==> config.mk <==
export PLATFORM = sky130hd
export DESIGN_NAME = sprite_loader
export DESIGN_NICKNAME = d
export VERILOG_FILES = /design/src/rtl/sprite_loader.sv
export SDC_FILE = /design/constraint.sdc
export NUM_CORES = 1
export LEC_CHECK = 0
export CAP_MARGIN = 20
export CELL_PAD_IN_SITES_DETAIL_PLACEMENT = 1
export CELL_PAD_IN_SITES_GLOBAL_PLACEMENT = 2
export CORE_UTILIZATION = 30
export CTS_CLUSTER_SIZE = 28
export DETAILED_ROUTE_END_ITERATION = 8
export GPL_ROUTABILITY_DRIVEN = 0
export PLACE_DENSITY = 0.94
export SLEW_MARGIN = 20
export SYNTH_ARGS = -nofsm -noshare
export SYNTH_HDL_FRONTEND = slang
export SYNTH_SLANG_ARGS = --single-unit
==> constraint.sdc <==
create_clock -name CLK -period 3.1 [get_ports CLK]
set_clock_uncertainty 0.15 [all_clocks]
set_input_delay 0.62 -clock CLK [delete_from_list [all_inputs] [get_ports CLK]]
set_output_delay 0.62 -clock CLK [all_outputs]
set_load 0.03 [all_outputs]
==> src/rtl/sprite_loader.sv <==
// ---------------------------------------------------------------------------
// sprite_loader
//
// Write-side companion to the sprite RAM. Consumes a byte stream from the
// host link and assembles two bytes per pixel into 9-bit RGB333 words,
// which are written to the RAM in address order. One load covers PIXELS
// pixels. After the last pixel the block pulses done and returns to idle.
//
// Byte order per pixel: the first byte supplies pixel bit 8 in its bit 0
// (bits 7:1 are ignored). The second byte supplies pixel bits 7:0.
//
// Optional build macro: SPRITE_LOADER_CHECKSUM_EN
//   When defined, a running 8-bit XOR covers every pixel byte. One trailing
//   byte is consumed after the last pixel. err is set when that byte does
//   not match the XOR, and it holds until the next start.
//   When undefined, err is tied to 0.
//
// Ports
//   CLK        in   rising-edge clock
//   RST        in   synchronous active-high reset
//   start      in   one-cycle pulse; begins a load at address 0 (idle only)
//   in_data    in   stream byte
//   in_valid   in   in_data valid
//   in_ready   out  byte accepted this cycle when in_valid is also high
//   wr_en      out  RAM write strobe, one cycle per pixel
//   wr_addr    out  RAM write address
//   wr_data    out  pixel {R[2:0],G[2:0],B[2:0]}
//   busy       out  load in progress
//   done       out  one-cycle pulse at load completion
//   err        out  checksum mismatch (checksum build only)
// ---------------------------------------------------------------------------
module sprite_loader #(
    parameter int PIXELS = 1024,
    parameter int ADDR_W = $clog2(PIXELS)
) (
    input  logic              CLK,
    input  logic              RST,
    input  logic              start,
    input  logic [7:0]        in_data,
    input  logic              in_valid,
    output logic              in_ready,
    output logic              wr_en,
    output logic [ADDR_W-1:0] wr_addr,
    output logic [8:0]        wr_data,
    output logic              busy,
    output logic              done,
    output logic              err
);

    typedef enum logic [2:0] {
        S_IDLE,
        S_HI,
        S_LO,
        S_WR,
        S_CHK,
        S_FIN
    } state_t;

    state_t            state;
    state_t            state_nxt;
    logic [ADDR_W-1:0] cnt;
    logic              hi_bit;
    logic              accept;
    logic              last_px;

    // in_ready is decoded from the state register alone, so there is no
    // combinational path from in_valid to in_ready.
    assign in_ready = (state == S_HI) || (state == S_LO) || (state == S_CHK);
    assign busy     = (state != S_IDLE);
    assign accept   = in_valid && in_ready;
    assign last_px  = (cnt == ADDR_W'(PIXELS - 1));

    always_comb begin
        state_nxt = state;
        case (state)
            S_IDLE: if (start)  state_nxt = S_HI;
            S_HI:   if (accept) state_nxt = S_LO;
            S_LO:   if (accept) state_nxt = S_WR;
            S_WR: begin
                // The terminal test comes before the increment, so the
                // counter never wraps during a load.
                if (last_px) begin
`ifdef SPRITE_LOADER_CHECKSUM_EN
                    state_nxt = S_CHK;
`else
                    state_nxt = S_FIN;
`endif
                end else begin
                    state_nxt = S_HI;
                end
            end
            S_CHK:  if (accept) state_nxt = S_FIN;
            S_FIN:  state_nxt = S_IDLE;
            default: state_nxt = S_IDLE;
        endcase
    end

    always_ff @(posedge CLK) begin
        if (RST) begin
            state   <= S_IDLE;
            cnt     <= '0;
            hi_bit  <= 1'b0;
            wr_en   <= 1'b0;
            wr_addr <= '0;
            wr_data <= '0;
            done    <= 1'b0;
        end else begin
            state <= state_nxt;
            // The write strobe is registered, so it is high exactly while
            // the state register holds WR.
            wr_en <= (state == S_LO) && accept;
            done  <= (state_nxt == S_FIN);
            if ((state == S_IDLE) && start)
                cnt <= '0;
            if ((state == S_HI) && accept)
                hi_bit <= in_data[0];
            if ((state == S_LO) && accept) begin
                wr_addr <= cnt;
                wr_data <= {hi_bit, in_data};
            end
            if ((state == S_WR) && !last_px)
                cnt <= cnt + 1'b1;
        end
    end

`ifdef SPRITE_LOADER_CHECKSUM_EN
    logic [7:0] csum;
    logic       err_q;

    always_ff @(posedge CLK) begin
        if (RST) begin
            csum  <= 8'h00;
            err_q <= 1'b0;
        end else if ((state == S_IDLE) && start) begin
            csum  <= 8'h00;
            err_q <= 1'b0;
        end else if (((state == S_HI) || (state == S_LO)) && accept) begin
            // The XOR covers the full byte, including the ignored bits 7:1
            // of the high byte.
            csum <= csum ^ in_data;
        end else if ((state == S_CHK) && accept) begin
            err_q <= (in_data != csum);
        end
    end

    assign err = err_q;
`else
    assign err = 1'b0;
`endif

endmodule
==> metrics.yaml <==
status: "finished, final reports clean"
wire_per_inst_um: 12.4
setup.worst_path.start_class: "register"
cts_tree: "done"
finalHoldViolCount: 0
nets: 230
clock-sinks: 35
root_buffer: "clkbuf_8"
ctsResizeCount: 0
cp.arrival_ps: 1870
slew_headroom_pct: 60.1
avgSynthCellArea_sq_um: 8.12
tns_ps: 0
wirelength_um: 3520
first_global_vias: 1295
setup_viol: 0
post-route-drc-count: 0
ant_nets: 0
vias: 1363
fp.dieW_um: 72.7
syn2layout_area_growth_pct: 32.2
synth-seq-cells: 35
core_area_sq_um: 4750
grt_start_max_net_pins: 21
startpoint: "state[2]"
numCtsBuffers: 5
final_layout_size_suffix_gt1_share_pct: 6.94
antenna_found_initial: 0
ys_seq_area_share_pct: 46.7
rr_startpoint: "state[0]"
max_freq_mhz: 379
chipHeight_um: 72.7
netlist_instances: 185
hold_buffers: 0
overflow: 0
final_common_cell: "nand2_1"
clockBufferDepth: 2
antennaDiodeCount: 0
path_max_fanout: 14
post-route-util_pct: 41.7
syn_area_sq_um: 1500
final_area_sq_um: 1980
rows: 25
cts_max_level: 2
grt_pass1_wl_um: 6020
die_area_sq_um: 5290
final_cell_mix: "nand2_1, dfxtp_1, clkdlybuf4s50_1"
viasPerCell: 4.82
drt_iter0_markers: 64
holdWs_ps: 302
port_buffers: 34
grt_use_total_pct: 14.9
finalPower_w: 0.000845
vdd_drop_max_uv: 169
synth-main-ff-cell: "dfxtp_1"
clk_latency_ps: 280
initial_core_util_pct: 31.6
io_pins: 36
syn_nets: 198
synth-edff-count: 0
p_per_area_nw_per_um2: 426
post-cts-setup-buffers: 0
drv_cap: 0
rsz0062_at_grt: "false"
synth-async-reset-ratio_pct: 0
path_clk_slew_ps: 60
tightest_slew_ps: 597
placed_area_sq_um: 1910
power.leakage_nw: 0.608
hpwl_um: 2410
drv_slew: 0
hp-start: "wr_data[1]"
crit_path_end_kind: "output port"
fin_crit_sh_pct: 85.1
crit_type: "reg2out"
min_period_ps: 2640
hold_path_class: "reg2reg"
synth.distinct_cells: 36
ys_warn_count: 0
firstDrtPassIters: 3
critPathRequiredTime_ps: 2330
[registers in the layout (all words and copies together) (netlist names)]
name	count
cnt	10
wr_addr	10
wr_data	9
state	3
done	1
hi_bit	1
wr_en	1
[final timing paths]
| check | slack [ps] | end | cells after the start |
|---|---|---|---|
| max reg2reg | 1120 | cnt[7] | 4 |
| min | 300 | wr_data[1] | 2 |
| min reg2reg | 300 | wr_data[1] | 2 |
| max | 460 | in_ready | 3 |
[metal layers]
metal	up-vias	share of wire, %	wire length [um]	GRT usage [%]
met3	5	2.8	98	3.73
met1	635	48	1700	17.9
met5	-	0	0	0
li1	699	-	-	-
met4	0	1.6	55	6.54
met2	24	47	1670	25.0
[power breakdown]
group / internal [W] / total (W) / switching (W)
clock: 0.000149 / 0.000296 / 0.000147
sequential: 0.000455 / 0.000463 / 0.00000843
combinational: 0.0000392 / 0.0000855 / 0.0000463
total: 0.000644 / 0.000845 / 0.000202
[critical path, cell delays in order (launching register included)]
cell             delay [ps]
dfxtp_1                 620
xnor2_1                 110
o21ai_0                 160
clkdlybuf4s50_1         690
[kinds of logic after synthesis]
group           count (synthesis)  share of synthesized area [%]
other cells                     1                          0.250
fa+ha+maj                       1                          0.833
mux                             2                           1.33
buf+inv                        15                           4.42
flops                          35                           46.7
compound gates                 45                           18.3
simple gates                   85                           27.6
xor+xnor                        1                          0.583
[cell type report]
type / instances / area, sq um
tap: 67 / 83.8
sequential: 35 / 701
timing repair buffer: 38 / 370
multi-input combinational: 135 / 749
clock buffer: 6 / 72.6
inverter: 2 / 7.51
fill: 578 / 2770
[synthesized netlist by cell type (3+ instances only)]
cell      count  area share (%)
a21oi_1      27             9.0
a311oi_1      4             2.3
a31oi_1       4             1.7
clkbuf_1      8             2.0
dfxtp_1      35              47
nand2_1      44              11
nand3_1       9             3.0
nand3b_1      4             2.0
nor2_1        9             2.2
o21ai_0       5             1.7
or3_1         3             1.3
[metrics by stage]
step                setup WS (ps)  instances
finish                        463        283
global route                  306        283
CTS                           430        283
detailed placement            771        277
global placement              786        277
floorplan                     927        185
Note: power is estimated with default switching activity, not from simulation.
